===== src/rtl/iq_issue_sched_if.sv =====
// Issue-scheduler bus: queue state in, issue slots and per-entry issued bits out.
// The scheduler is the slave; the instruction queue / issue logic side is the master.
interface iq_issue_sched_if #(
  parameter int IQ_DEPTH = 8,
  parameter int POS_W    = 3
);
  logic [IQ_DEPTH-1:0] validbit;
  logic [IQ_DEPTH-1:0] is_mem;
  logic [IQ_DEPTH-1:0] nodep;
  logic [POS_W-1:0]    head;
  logic [1:0]          alu_ready;
  logic                mem_ready;
  logic [IQ_DEPTH-1:0] replay;
  logic                flush;

  logic [1:0]          alu_valid;
  logic [POS_W-1:0]    alu_iqpos0;
  logic [POS_W-1:0]    alu_iqpos1;
  logic                mem_valid;
  logic [POS_W-1:0]    mem_iqpos;
  logic [IQ_DEPTH-1:0] issued;

  modport master (
    output validbit, is_mem, nodep, head, alu_ready, mem_ready, replay, flush,
    input  alu_valid, alu_iqpos0, alu_iqpos1, mem_valid, mem_iqpos, issued
  );

  modport slave (
    input  validbit, is_mem, nodep, head, alu_ready, mem_ready, replay, flush,
    output alu_valid, alu_iqpos0, alu_iqpos1, mem_valid, mem_iqpos, issued
  );
endinterface


===== src/rtl/iq_issue_sched.sv =====
// Oldest-first issue scheduler: two ALU slots plus one in-order memory slot,
// with registered slot outputs and per-entry issued bits.
module iq_issue_sched #(
  parameter int IQ_DEPTH = 8,
  parameter int POS_W    = 3
) (
  input logic            clk,
  input logic            nrst,
  iq_issue_sched_if.slave bus
);

  logic [IQ_DEPTH-1:0] issued_reg;
  logic [IQ_DEPTH-1:0] issued_next;
  logic [1:0]          alu_valid_reg;
  logic [POS_W-1:0]    alu_iqpos0_reg;
  logic [POS_W-1:0]    alu_iqpos1_reg;
  logic                mem_valid_reg;
  logic [POS_W-1:0]    mem_iqpos_reg;

  logic [IQ_DEPTH-1:0] alu_cand;
  logic [IQ_DEPTH-1:0] mem_pend;
  logic [IQ_DEPTH-1:0] alu_rot;
  logic [IQ_DEPTH-1:0] mem_rot;

  logic                a_found, b_found, m_found;
  logic [POS_W-1:0]    a_age, b_age, m_age;
  logic [POS_W-1:0]    a_pos, b_pos, m_pos;

  logic                s0_fire, s1_fire, mem_fire;
  logic [POS_W-1:0]    s0_pos, s1_pos;
  logic [IQ_DEPTH-1:0] set_vec;
  logic [IQ_DEPTH-1:0] clr_vec;

  assign alu_cand = bus.validbit & bus.nodep & ~issued_reg & ~bus.is_mem;
  // Memory head-of-line ignores nodep so a younger ready op cannot bypass it.
  assign mem_pend = bus.validbit & bus.is_mem & ~issued_reg;

  // Rotate so that bit j of the rotated vector is the entry of age j.
  generate
    for (genvar gi = 0; gi < IQ_DEPTH; gi++) begin : g_rot
      logic [POS_W-1:0] pos;
      assign pos         = bus.head + POS_W'(gi);
      assign alu_rot[gi] = alu_cand[pos];
      assign mem_rot[gi] = mem_pend[pos];
    end
  endgenerate

  always_comb begin
    a_found = 1'b0;
    b_found = 1'b0;
    m_found = 1'b0;
    a_age   = '0;
    b_age   = '0;
    m_age   = '0;
    for (int j = 0; j < IQ_DEPTH; j++) begin
      if (alu_rot[j]) begin
        if (!a_found) begin
          a_found = 1'b1;
          a_age   = POS_W'(j);
        end else if (!b_found) begin
          b_found = 1'b1;
          b_age   = POS_W'(j);
        end
      end
      if (mem_rot[j] && !m_found) begin
        m_found = 1'b1;
        m_age   = POS_W'(j);
      end
    end
  end

  assign a_pos    = bus.head + a_age;
  assign b_pos    = bus.head + b_age;
  assign m_pos    = bus.head + m_age;
  assign mem_fire = m_found & bus.nodep[m_pos] & bus.mem_ready & ~bus.flush;

  always_comb begin
    s0_fire = 1'b0;
    s1_fire = 1'b0;
    s0_pos  = a_pos;
    s1_pos  = a_pos;
    if (!bus.flush) begin
      case (bus.alu_ready)
        2'b11: begin
          s0_fire = a_found;
          s1_fire = b_found;
          s1_pos  = b_pos;
        end
        2'b10:   s1_fire = a_found;
        2'b01:   s0_fire = a_found;
        default: ;
      endcase
    end
  end

  always_comb begin
    set_vec = '0;
    if (s0_fire)  set_vec[s0_pos] = 1'b1;
    if (s1_fire)  set_vec[s1_pos] = 1'b1;
    if (mem_fire) set_vec[m_pos]  = 1'b1;
  end

  assign clr_vec     = ~bus.validbit | bus.replay | {IQ_DEPTH{bus.flush}};
  assign issued_next = (issued_reg | set_vec) & ~clr_vec;

  always_ff @(posedge clk or negedge nrst) begin
    if (!nrst) begin
      issued_reg     <= '0;
      alu_valid_reg  <= '0;
      alu_iqpos0_reg <= '0;
      alu_iqpos1_reg <= '0;
      mem_valid_reg  <= 1'b0;
      mem_iqpos_reg  <= '0;
    end else begin
      issued_reg    <= issued_next;
      alu_valid_reg <= {s1_fire, s0_fire};
      mem_valid_reg <= mem_fire;
      if (bus.flush) begin
        alu_iqpos0_reg <= '0;
        alu_iqpos1_reg <= '0;
        mem_iqpos_reg  <= '0;
      end else begin
        // Positions hold their last value while the slot is idle.
        if (s0_fire)  alu_iqpos0_reg <= s0_pos;
        if (s1_fire)  alu_iqpos1_reg <= s1_pos;
        if (mem_fire) mem_iqpos_reg  <= m_pos;
      end
    end
  end

  assign bus.issued     = issued_reg;
  assign bus.alu_valid  = alu_valid_reg;
  assign bus.alu_iqpos0 = alu_iqpos0_reg;
  assign bus.alu_iqpos1 = alu_iqpos1_reg;
  assign bus.mem_valid  = mem_valid_reg;
  assign bus.mem_iqpos  = mem_iqpos_reg;

endmodule


===== src/flat_wrapper.sv =====
// flat-port wrapper written by rule: the top's interface ports become plain ports
module iq_issue_sched_flat 
#(
  parameter int IQ_DEPTH = 8,
  parameter int POS_W    = 3
)
  (clk, nrst, bus_validbit, bus_is_mem, bus_nodep, bus_head, bus_alu_ready, bus_mem_ready, bus_replay, bus_flush, bus_alu_valid, bus_alu_iqpos0, bus_alu_iqpos1, bus_mem_valid, bus_mem_iqpos, bus_issued);
  iq_issue_sched_if #(.IQ_DEPTH(IQ_DEPTH), .POS_W(POS_W)) bus_i ();
  input logic clk;
  input logic nrst;
  input wire logic [$bits(bus_i.validbit)-1:0] bus_validbit;
  input wire logic [$bits(bus_i.is_mem)-1:0] bus_is_mem;
  input wire logic [$bits(bus_i.nodep)-1:0] bus_nodep;
  input wire logic [$bits(bus_i.head)-1:0] bus_head;
  input wire logic [$bits(bus_i.alu_ready)-1:0] bus_alu_ready;
  input wire logic [$bits(bus_i.mem_ready)-1:0] bus_mem_ready;
  input wire logic [$bits(bus_i.replay)-1:0] bus_replay;
  input wire logic [$bits(bus_i.flush)-1:0] bus_flush;
  output wire logic [$bits(bus_i.alu_valid)-1:0] bus_alu_valid;
  output wire logic [$bits(bus_i.alu_iqpos0)-1:0] bus_alu_iqpos0;
  output wire logic [$bits(bus_i.alu_iqpos1)-1:0] bus_alu_iqpos1;
  output wire logic [$bits(bus_i.mem_valid)-1:0] bus_mem_valid;
  output wire logic [$bits(bus_i.mem_iqpos)-1:0] bus_mem_iqpos;
  output wire logic [$bits(bus_i.issued)-1:0] bus_issued;
  assign bus_i.validbit = bus_validbit;
  assign bus_i.is_mem = bus_is_mem;
  assign bus_i.nodep = bus_nodep;
  assign bus_i.head = bus_head;
  assign bus_i.alu_ready = bus_alu_ready;
  assign bus_i.mem_ready = bus_mem_ready;
  assign bus_i.replay = bus_replay;
  assign bus_i.flush = bus_flush;
  assign bus_alu_valid = bus_i.alu_valid;
  assign bus_alu_iqpos0 = bus_i.alu_iqpos0;
  assign bus_alu_iqpos1 = bus_i.alu_iqpos1;
  assign bus_mem_valid = bus_i.mem_valid;
  assign bus_mem_iqpos = bus_i.mem_iqpos;
  assign bus_issued = bus_i.issued;
  iq_issue_sched #(.IQ_DEPTH(IQ_DEPTH), .POS_W(POS_W)) u_core (.clk(clk), .nrst(nrst), .bus(bus_i));
endmodule

===== config.mk =====
export PLATFORM = sky130hd
export DESIGN_NAME = iq_issue_sched_flat
export DESIGN_NICKNAME = d
export VERILOG_FILES = /design/src/rtl/iq_issue_sched_if.sv /design/src/rtl/iq_issue_sched.sv /design/src/flat_wrapper.sv
export SDC_FILE = /design/constraint.sdc
export NUM_CORES = 1
export LEC_CHECK = 0
export CORE_ASPECT_RATIO = 1.5
export CORE_MARGIN = 10
export CORE_UTILIZATION = 48
export DETAILED_ROUTE_END_ITERATION = 6
export GPL_ROUTABILITY_DRIVEN = 0
export PLACE_DENSITY = 0.76
export SKIP_LAST_GASP = 1
export SLEW_MARGIN = 5
export SYNTH_ARGS = -nofsm -noshare
export SYNTH_HDL_FRONTEND = slang
export SYNTH_SLANG_ARGS = --single-unit
export TNS_END_PERCENT = 1

===== constraint.sdc =====
create_clock -name clk -period 11.3 [get_ports clk]
set_input_delay 1.695 -clock clk [delete_from_list [all_inputs] [get_ports clk]]
set_output_delay 1.695 -clock clk [all_outputs]
set_load 0.05 [all_outputs]

# Yosys cells after proc, flatten, opt, wreduce, memory -nomap -nowiden
# Cells that the tools add are included.
dict set report totals {
  regBits 20
  output_inout_bits 20
  word_cells 199
}
dict set report op_classes {
  addsub 10
  magnitude_cmp 14
  n_eq_ne 3
  mux 126
  bitwise_logic 19
  reduce_logical 21
}
# op count
set op_table {}
lappend op_table {{2-to-1 mux 3 bit} 44}
lappend op_table {{2-to-1 mux 1 bit} 56}
lappend op_table {{binary-select mux 1 bit (select 3 bit)} 17}
lappend op_table {{bitwise AND 8 bit} 6}
lappend op_table {{< comparator 3 x 4 -> 1 bit, second input constant} 11}
lappend op_table {{OR 8 bit} 5}
lappend op_table {{NOT 8 bit} 4}
lappend op_table {{2-to-1 mux 8 bit} 3}
lappend op_table {{adder 3 bit, second input constant} 4}
lappend op_table {{logical AND 1 bit} 10}
lappend op_table {{adder 3 bit} 3}
lappend op_table {{demux 1 bit (select 3 bit)} 3}
lappend op_table {{greater-or-equal comparator 3 x 1 -> 1 bit, second input constant} 3}
lappend op_table {{zero test 1 bit} 7}
lappend op_table {{adder 3 x 2 -> 3 bit, second input constant} 2}
lappend op_table {{nonzero test 2 bit} 3}
lappend op_table {{equality test 2 bit, second input constant} 2}
lappend op_table {{2-to-1 mux 2 bit} 2}
lappend op_table {{adder 3 x 1 -> 3 bit, second input constant} 1}
lappend op_table {{bitwise AND 1 bit} 3}
lappend op_table {{equality test 2 x 1 -> 1 bit, second input constant} 1}
lappend op_table {{one-hot mux 1 bit (2 select lines)} 1}
lappend op_table {{OR reduction 2 bit} 1}
lappend op_table {{NOT 1 bit} 1}

# Longest topological paths before layout
# Gate-level depths: netlist of the first run.
dict set report logic_depth {
  depth_word 39
  mapped_depth 25
  mapped_depth_nobuf 22
}

# Worst setup path after synthesis of the first run
# Ideal clock, no wire load.
dict set report synth_timing {
  path_kind {input to register}
  start {in bus_head[1]}
  end {reg u_core.issued_reg[0], in the netlist u_core.bus.issued[0]}
  setup_time_ns 0.129
  t_arrival_ns 6.467
  t_required_ns 11.171
  path_slack_ns 4.703
  cell_stages 24
  path_cell_list {buf_2 buf_4 inv_1 ha_1 buf_2 mux4_2 nor3_1 a31oi_1 a211oi_2 nand2_1 nand2_1 ha_1 inv_1 fa_1 xor2_2 mux4_2 mux2_2 nand3_1 mux2_2 nand2b_4 inv_2 and3_1 a221oi_2 a21oi_1}
}
# element line_no
set synth_lines {}
lappend synth_lines {{start, declared} flat_wrapper.sv:14} ;# input wire logic [$bits(bus_i.head)-1:0] bus_head;
lappend synth_lines {{branches (longest 27 deep; another with adder 3 x 1 -> 3 bit)} --}
lappend synth_lines {{bitwise AND 1 bit * (3 in series)} iq_issue_sched.sv:75} ;# assign mem_fire = m_found & bus.nodep[m_pos] & bus.mem_ready & ~bus.flush;
lappend synth_lines {{via u_core.mem_fire} iq_issue_sched.sv:29} ;# logic s0_fire, s1_fire, mem_fire;
lappend synth_lines {{2-to-1 mux 8 bit *} iq_issue_sched.sv:100} ;# if (mem_fire) set_vec[m_pos] = 1'b1;
lappend synth_lines {{OR 8 bit *} iq_issue_sched.sv:104} ;# assign issued_next = (issued_reg | set_vec) & ~clr_vec;
lappend synth_lines {{bitwise AND 8 bit *} iq_issue_sched.sv:104}
lappend synth_lines {{via u_core.issued_next[0]} iq_issue_sched.sv:13} ;# logic [IQ_DEPTH-1:0] issued_next;
lappend synth_lines {{end signal, assigned} iq_issue_sched.sv:115} ;# issued_reg <= issued_next;
lappend synth_lines {{end, declared} iq_issue_sched.sv:12} ;# logic [IQ_DEPTH-1:0] issued_reg;
# Mark *: on every way through the listed nets, which the timed path passes. The select of a mux whose other input is x is not followed.
# A chain may end at the register's enable or synchronous reset.

# Worst setup path after layout of the first run
dict set report layout_timing {
  start {in bus_head[1]}
  end {reg u_core.issued_reg[5], in the netlist u_core.bus.issued[5]}
}
dict set report layout_between {
  elab_chain_len 36
}
# element line_no
set layout_lines {}
lappend layout_lines {{branches (longest 33 deep; another with adder 3 x 1 -> 3 bit)} --}
lappend layout_lines {{2-to-1 mux 8 bit *} iq_issue_sched.sv:100}
lappend layout_lines {{OR 8 bit *} iq_issue_sched.sv:104}
lappend layout_lines {{bitwise AND 8 bit *} iq_issue_sched.sv:104}
lappend layout_lines {{via u_core.issued_next[5]} iq_issue_sched.sv:13}
# Marked as above.

==> reports/results.ini, run 1 <==
[cts]
cts_tree=yes
clk_pin_slew_ns=0.08
numCtsBuffers=3
cts_resized=0
root_buffer=clkbuf_8
clockBufferDepth=2
post-cts-setup-buffers=0
hold_buffers=0
h-tree-depth=1
clock_latency_ns=0.26
cts_sinks=20

[power]
leakage_uw=0.00157
p_switching_uw=211
peakVddDrop_uv=145
p_sw_frac=0.460
pwr-share-clk=0.156
p_comb_frac=0.659
seqPwrFrac=0.185
p_per_area_mw_per_mm2=113
cell_internal_pwr_uw=247

[placement]
dp_hpwl_um=9260
dpl-instance-area_mm2=0.00397
port_buffers=60

[synthesis]
ys.warnings.count=0
synth_area_leaders=mux4_2 17%, dfrtp_1 15%, mux2i_1 5.1%, nor2_1 4.8%, a21oi_1 3.7%
synth_top_family_by_area=simple AND/OR/NAND/NOR gates
synth.avg_cell_area_um2=9.10
synth-async-reset-ratio=1.00
synthAdderAreaFrac=0.0442
synthSimpleGateAreaFrac=0.272
synth-xor-area-share=0.0386
synth_edf_count=0
ys_dominant_reg_cell=dfrtp_1
syn_nets=418
synth_compound_area_frac=0.208
ys_seq_area_frac=0.150
synth.top_cell.area_share=0.169
synth_cells=367
synthMuxAreaShare=0.243
ys_ff_latch=20
synthesis.area_mm2=0.00334
yosysUniqueCellTypes=73
synth_top_area_cell=mux4_2

[grt]
antenna_found_initial=0
grt_max_degree=33
grt_use_total=0.208
gr-total-overflow=0
first_global_vias=3460
grt_first_pass_wirelength_um=18100

[worst_setup_path]
worst_setup_path_end_kind=register
cp-start-kind=input port
path_class=input port to register
worstPathArrival_ns=8.12
crit_fanout=20
critical_path_required_ns=11.47

[timing]
slew_headroom=0.384
min_period_over_period=0.703
setup_violations=0
hold_viol=0
maxSlewViolCount=0
fin_tns_setup_ns=0
rsz0062_at_grt=no
fin_crit_ns=7.95
finClkSkew_ns=0.00318
timing.fmax_ghz=0.126
worstMarginPinSlew_ns=0.922

[cells_and_area]
finish.instance_area_mm2=0.00404
multi_input_area_mm2=0.00269
fill_cells=597
final_common_cell=clkdlybuf4s50_1
drive_gt1_frac=0.168
areaGrowthSynthToFinish_pct=21.0
register_area_um2=500
largest_register_ffs=8
final_cell_mix=60 x clkdlybuf4s50_1, 43 x nor2_1, 26 x nand2_1
antenna_cells=0
nets=469

[die]
dieArea_mm2=0.0108
dieHeight_um=122
core_area_mm2=0.00681
io_pins=61
rows=37
initial_core_util=0.491
die_w_um=88.1

[status]
outcome=completed

[flow_run]
maxCapViolCount=0

[drt]
final_antenna_net_count=0
drc=0
wl_um=11400
wire_per_inst_um=23.1
drtPass1Iterations=5
route.vias.total=3458
first_iter_violations=391
post_drt_via_cell_ratio=6.99

[hold_path]
hold_class=register to register

[worst max-delay path: stages]
cell	delay (ns)
clkdlybuf4s50_1	0.45
buf_4	0.28
inv_1	0.24
ha_1	0.87
mux4_2	0.47
mux2_2	0.32
inv_1	0.06
ha_1	0.33
inv_1	0.16
nor4_1	0.42
nor2_1	0.15
or3_1	0.46
o22a_1	0.27
fa_1	0.43
xnor2_1	0.15
xnor2_1	0.46
nor2_1	0.16
a211oi_4	0.40
a21oi_2	0.10
nor4b_2	0.21
[logic make-up (layout without fill, tap and decap cells)]
kind of cell             Yosys count  after routing
AND/OR/NAND/NOR                  151            151
AO/OA/AOI/OAI                     96             96
multiplexers                      48             48
buffers and inverters             32             82
flip-flops                        20             20
adder cells (fa/ha/maj)           10             10
XOR/XNOR                          10             10
[per-stage QoR]
step | hold WS (ns) | setup slack, ns | cells | power, uW | utilization
4_1_cts | 0.524 | 3.41 | 495 | 455 | 0.594
2_1_floorplan | 0.817 | 4.70 | 367 | 300 | -
3_3_place_gp | 0.504 | 3.38 | 491 | 376 | 0.583
3_5_place_dp | 0.507 | 3.18 | 491 | 382 | 0.583
5_1_grt | 0.559 | 2.91 | 495 | 484 | 0.594
6_report | 0.518 | 3.35 | 495 | 459 | 0.594
[final cells by class]
class / count / share of cell area
Tap cell: 78 / 0.0241
Timing Repair Buffer: 63 / 0.154
Inverter: 15 / 0.0139
Sequential cell: 20 / 0.124
Multi-Input combinational cell: 315 / 0.666
Clock buffer: 3 / 0.0102
Clock inverter: 1 / 0.00743
[routing by layer]
layer  track usage  up-vias  share of wire
li1              -     1529              -
met1         0.225     1667           0.35
met2         0.382      212           0.53
met3        0.0287       50          0.070
met4         0.100        0          0.057
met5             0        -              0
[Yosys cell counts, types with 4 or more instances]
master,n
nand2_1,26
mux2i_1,17
ha_1,7
nor3_1,6
and3b_1,7
a31oi_1,7
mux2_2,5
nand4bb_1,5
buf_2,5
mux4_2,25
o22ai_1,9
o31ai_1,4
a21oi_1,25
nand2b_1,4
inv_1,12
o211ai_1,7
o21a_1,5
o21ai_0,10
and3_1,4
and4bb_1,6
nand3_1,11
nor2_1,43
xnor2_1,4
dfrtp_1,20
clkbuf_1,6
nand3b_1,10
[power groups by stage]
stage	clock network [uW]	logic (uW)	registers (uW)
finish	71.8	302	84.7
global route	74.9	323	85.7
CTS	72.5	297	84.8
detailed placement	0	296	86.0
global placement	0	291	85.8
floorplan	0	186	114
[final timing paths]
| check | startpoint | endpoint | slack (ns) | cells after the start |
|---|---|---|---|---|
| setup / recovery | bus_head[1] | u_core.bus.issued[5] | 3.35 | 20 |
| hold / removal | u_core.bus.mem_iqpos[2] | u_core.bus.mem_iqpos[2] | 0.52 | 2 |
| setup reg to reg | u_core.bus.issued[0] | u_core.bus.issued[5] | 5.80 | 17 |
| hold reg to reg | u_core.bus.mem_iqpos[2] | u_core.bus.mem_iqpos[2] | 0.52 | 2 |
| max in group asynchronous | nrst | u_core.bus.issued[0] | 8.79 | 1 |
| min in group asynchronous | nrst | u_core.bus.mem_iqpos[1] | 1.95 | 1 |
Power figures use the tool's default switching activity.
==> run 2, diff against run 1 <==
- clock period: 11.3 -> 7.45 ns (I/O delays scaled with it)
==> run 2 against run 1 <==
- die area did not move
- power rose by 51%
- routed wire length fell by 2.5%
- setup slack got worse by 2.6 ns
- count of clock-buffer cells in the layout did not move
- clock skew fell by 0.0015 ns
- global-route usage fell by 0.24 points
- non-clock buffer count rose by 2
- critical path depth fell by 1
- combinational power rose by 50%
- cell area rose by 0.37%
- sequential power rose by 52%
==> reports/results.ini, run 2 (same netlist as run 1, synthesis figures left out) <==
[status]
outcome=completed

[drt]
route.vias.total=3413
post_drt_via_cell_ratio=6.87
final_antenna_net_count=0
drc=0
wl_um=11200
first_iter_violations=284
drtPass1Iterations=5
wire_per_inst_um=22.5

[worst_setup_path]
critical_path_required_ns=7.63
slowest_stage=ha_1
cpLargestDelayFamily=adder cells
path_class=input port to register
rr_startpoint=u_core.bus.issued[0]
crit_path_max_incr_delay_ns=0.50
startpoint=bus_head[0]
r2r_cells=17
crit_chain=clkdlybuf4s50_1 > buf_4 > ha_1 > xor2_4 > mux2_2 > inv_1 > ha_1 > inv_1 > nor4_1 > nor2_1 > or3_1 > a21oi_1 > o21ai_0 > fa_1 > xor2_1 > xnor2_1 > o211a_1 > nand4b_1 > a31oi_1
reg2reg_to=u_core.bus.issued[2]
crit_fanout=31
rrSetupSlack_ns=2.04
cp_num_buf_inv=4
worst_setup_path_end_kind=register
cp-start-kind=input port
worstPathArrival_ns=6.91

[timing]
fin_tns_setup_ns=0
fin_crit_ns=6.73
holdWs_ns=0.517
min_period_over_period=0.903
slew_headroom=0.401
rsz0062_at_grt=no
hold_viol=0
finClkSkew_ns=0.00167
setup_violations=0
worstMarginPinSlew_ns=0.895
timing.fmax_ghz=0.149
maxSlewViolCount=0

[cells_and_area]
drive_gt1_frac=0.172
largest_register_ffs=8
final_common_cell=clkdlybuf4s50_1
antenna_cells=0
nets=471
areaGrowthSynthToFinish_pct=21.5
finish.instance_area_mm2=0.00406
final_cell_mix=60 x clkdlybuf4s50_1, 43 x nor2_1, 26 x nand2_1

[hold_path]
min_to=u_core.bus.mem_iqpos[0]
hp-start=u_core.bus.mem_iqpos[0]
hold_class=register to register
hold_path_depth=2

[power]
peakVddDrop_uv=152
leakage_uw=0.00158
p_per_area_mw_per_mm2=171

[grt]
antenna_found_initial=0
grt_max_degree=32
grt_first_pass_wirelength_um=17800
first_global_vias=3481
met2_usage=0.374
met3_usage=0.0347
grt_use_total=0.206
grt.busiest_layer=met2
gr-total-overflow=0
grt_util_met1=0.219

[die]
io_pins=61
core_area_mm2=0.00681
dieHeight_um=122
die_w_um=88.1
dieArea_mm2=0.0108
rows=37
initial_core_util=0.491

[cts]
clock_latency_ns=0.26
clockBufferDepth=2
cts_resized=0
clk_pin_slew_ns=0.08
root_buffer=clkbuf_8
cts_tree=yes
hold_buffers=0
numCtsBuffers=3
cts_sinks=20
post-cts-setup-buffers=0
h-tree-depth=1

[placement]
port_buffers=60
dp_hpwl_um=9140
dpl-instance-area_mm2=0.00399

[flow_run]
maxCapViolCount=0

==> run 2: cell types whose count changed in the layout (fill, tap and decap cells not counted), sizes merged <==
cell  previous run  this run
buf              3         5
==> run 2: final cells by class <==
cell class	count	area, um^2
clock inverter	1	30.0
multi-input combinational	315	2690
fill	589	2750
inverter	15	56.3
clock buffer	3	41.3
tap	78	97.6
timing repair buffer	65	638
sequential	20	500
==> run 2: how the worst max path moves through the flow <==
stage	slack, ns	to	cells past startpoint
2_1_floorplan	1.43	u_core.bus.issued[0]	24
3_3_place_gp	0.74	u_core.bus.issued[2]	20
3_5_place_dp	0.59	u_core.bus.issued[2]	20
4_1_cts	0.84	u_core.bus.issued[2]	20
5_1_grt	0.42	u_core.bus.issued[6]	19
6_report	0.72	u_core.bus.issued[2]	19
==> run 2: power by group <==
part / total [uW] / leakage, uW / switching (uW) / internal [uW]
Sequential: 129 / 0.000273 / 7.99 / 121
Combinational: 454 / 0.00127 / 271 / 184
Clock: 110 / 0.0000357 / 37.8 / 71.8
Total: 693 / 0.00158 / 316 / 376
==> run 2: per-layer routing <==
layer | part of all wire | vias up | wire (um)
met5 | 0 | - | 0
met4 | 0.062 | 0 | 697
met3 | 0.060 | 46 | 669
met2 | 0.53 | 180 | 5920
met1 | 0.35 | 1646 | 3880
li1 | - | 1541 | -
==> run 2: through the flow <==
step	util	std cells	setup WS (ns)	total power [uW]
floorplan	-	367	1.43	455
global placement	0.586	493	0.740	568
detailed placement	0.586	493	0.593	577
CTS	0.596	497	0.838	688
global route	0.596	497	0.419	733
finish	0.596	497	0.723	693
==> run 2: worst reg2reg max path: cells and delay by family, from the launching register on <==
family	cells	cell delay [ns]
flops	1	0.48
xor+xnor	2	0.57
simple gates	5	1.44
buf+inv	2	0.21
fa+ha+maj	2	0.77
compound gates	4	0.99
mux	2	0.85
==> run 3, diff against run 2 <==
- PLACE_DENSITY: 0.76 -> 0.74
==> run 3 against run 2 <==
- routed wire length is 0.52% lower
- combinational power hardly changed
- critical path depth stayed put
- non-clock buffer count is 2 lower
- die area stayed put
- highest routed layer unchanged
- sequential share of layout area hardly changed
- clock power hardly changed
- via count is 1.4% lower
- critical endpoint is now u_core.bus.issued[5]
==> reports/results.ini, run 3 (same netlist as run 1, synthesis figures left out) <==
[grt]
grt_max_degree=32
gr-total-overflow=0
first_global_vias=3401
grt_first_pass_wirelength_um=17700
antenna_found_initial=0
grt_use_total=0.205

[cts]
clockBufferDepth=2
cts_tree=yes
post-cts-setup-buffers=0
root_buffer=clkbuf_8
h-tree-depth=1
hold_buffers=0
clk_pin_slew_ns=0.08
cts_sinks=20
clock_latency_ns=0.27
numCtsBuffers=3
cts_resized=0

[drt]
post_drt_via_cell_ratio=6.80
wire_per_inst_um=22.4
first_iter_violations=240
drc=0
route.vias.total=3366
wl_um=11100
drtPass1Iterations=5
final_antenna_net_count=0

[cells_and_area]
drive_gt1_frac=0.168
antenna_cells=0
finalNonFillerCells=495
fill_cells=603
final_common_cell=clkdlybuf4s50_1
largest_register_ffs=8
nets=469
final_cell_mix=60 x clkdlybuf4s50_1, 43 x nor2_1, 26 x nand2_1
postLayoutCoreUtil=0.594
areaGrowthSynthToFinish_pct=21.0

[placement]
place_ws_ns=0.432
place_inst=491
dp_hpwl_um=9060
port_buffers=60

[power]
peakVddDrop_uv=211
leakage_uw=0.00157
p_per_area_mw_per_mm2=171

[flow_run]
maxCapViolCount=0

[die]
io_pins=61
dieArea_mm2=0.0108
rows=37
die_w_um=88.1
core_area_mm2=0.00681
dieHeight_um=122
initial_core_util=0.491

[timing]
fin_tns_setup_ns=0
finClkSkew_ns=0.00353
hold_viol=0
holdWs_ns=0.528
maxSlewViolCount=0
rsz0062_at_grt=no
min_period_over_period=0.926
timing.fmax_ghz=0.145
fin_crit_ns=6.90
setup_violations=0
worstMarginPinSlew_ns=0.925
worst_slack_ns=0.552
slew_headroom=0.381

[worst_setup_path]
crit_fanout=18
worstPathArrival_ns=7.07
worst_setup_path_end_kind=register
cp-start-kind=input port
path_class=input port to register
critical_path_required_ns=7.62

[status]
outcome=completed

[hold_path]
hold_class=register to register

==> run 3: final cells by class <==
type	count	area [um^2]	share of cell area
inverters	15	56.3	0.0139
repair buffers	63	623	0.154
multi-input cells	315	2690	0.666
well taps	78	97.6	0.0241
flip-flops and latches	20	500	0.124
clock inverters	1	30.0	0.00743
clock buffers	3	41.3	0.0102
==> run 3: final timing paths <==
path / startpoint / endpoint / slack (ns) / depth (start not counted)
max in group asynchronous: nrst / u_core.bus.issued[0] / 5.52 / 1
min: u_core.bus.mem_iqpos[1] / u_core.bus.mem_iqpos[1] / 0.53 / 2
max: bus_head[1] / u_core.bus.issued[5] / 0.55 / 19
min reg2reg: u_core.bus.mem_iqpos[1] / u_core.bus.mem_iqpos[1] / 0.53 / 2
max reg2reg: u_core.bus.issued[0] / u_core.bus.issued[5] / 2.06 / 17
min in group asynchronous: nrst / u_core.bus.issued[4] / 1.37 / 1
==> run 3: worst max-delay path: stages <==
cell and delay [ns]:
clkdlybuf4s50_1 0.51, inv_1 0.18, ha_1 0.82, mux4_2 0.47
mux2_2 0.31, inv_1 0.06, ha_1 0.33, inv_1 0.16
nor4_1 0.41, nor2_1 0.13, or3_1 0.45, o22a_1 0.26
fa_1 0.41, xnor2_1 0.15, xnor2_1 0.46, nor2_1 0.15
a211oi_4 0.35, a21oi_2 0.10, nor4b_2 0.23
==> run 3: power breakdown <==
group	total [uW]	switching [uW]	internal (uW)	leakage [uW]
Clock	111	39.5	71.9	0.0000357
Sequential	129	7.81	121	0.000273
Combinational	452	269	183	0.00126
Total	692	317	375	0.00157
==> run 3: per-layer routing <==
layer | up-vias | global-route usage | wire (um)
met5 | - | 0 | 0
met4 | 0 | 0.0866 | 512
met3 | 38 | 0.0227 | 596
met2 | 176 | 0.380 | 5880
met1 | 1617 | 0.227 | 4110
li1 | 1535 | - | -
==> run 3: metrics by stage <==
step                area [um^2]  total power [uW]
finish                     4040               692
global route               4040               730
CTS                        4040               685
detailed placement         3970               574
global placement           3970               569
floorplan                  3340               455
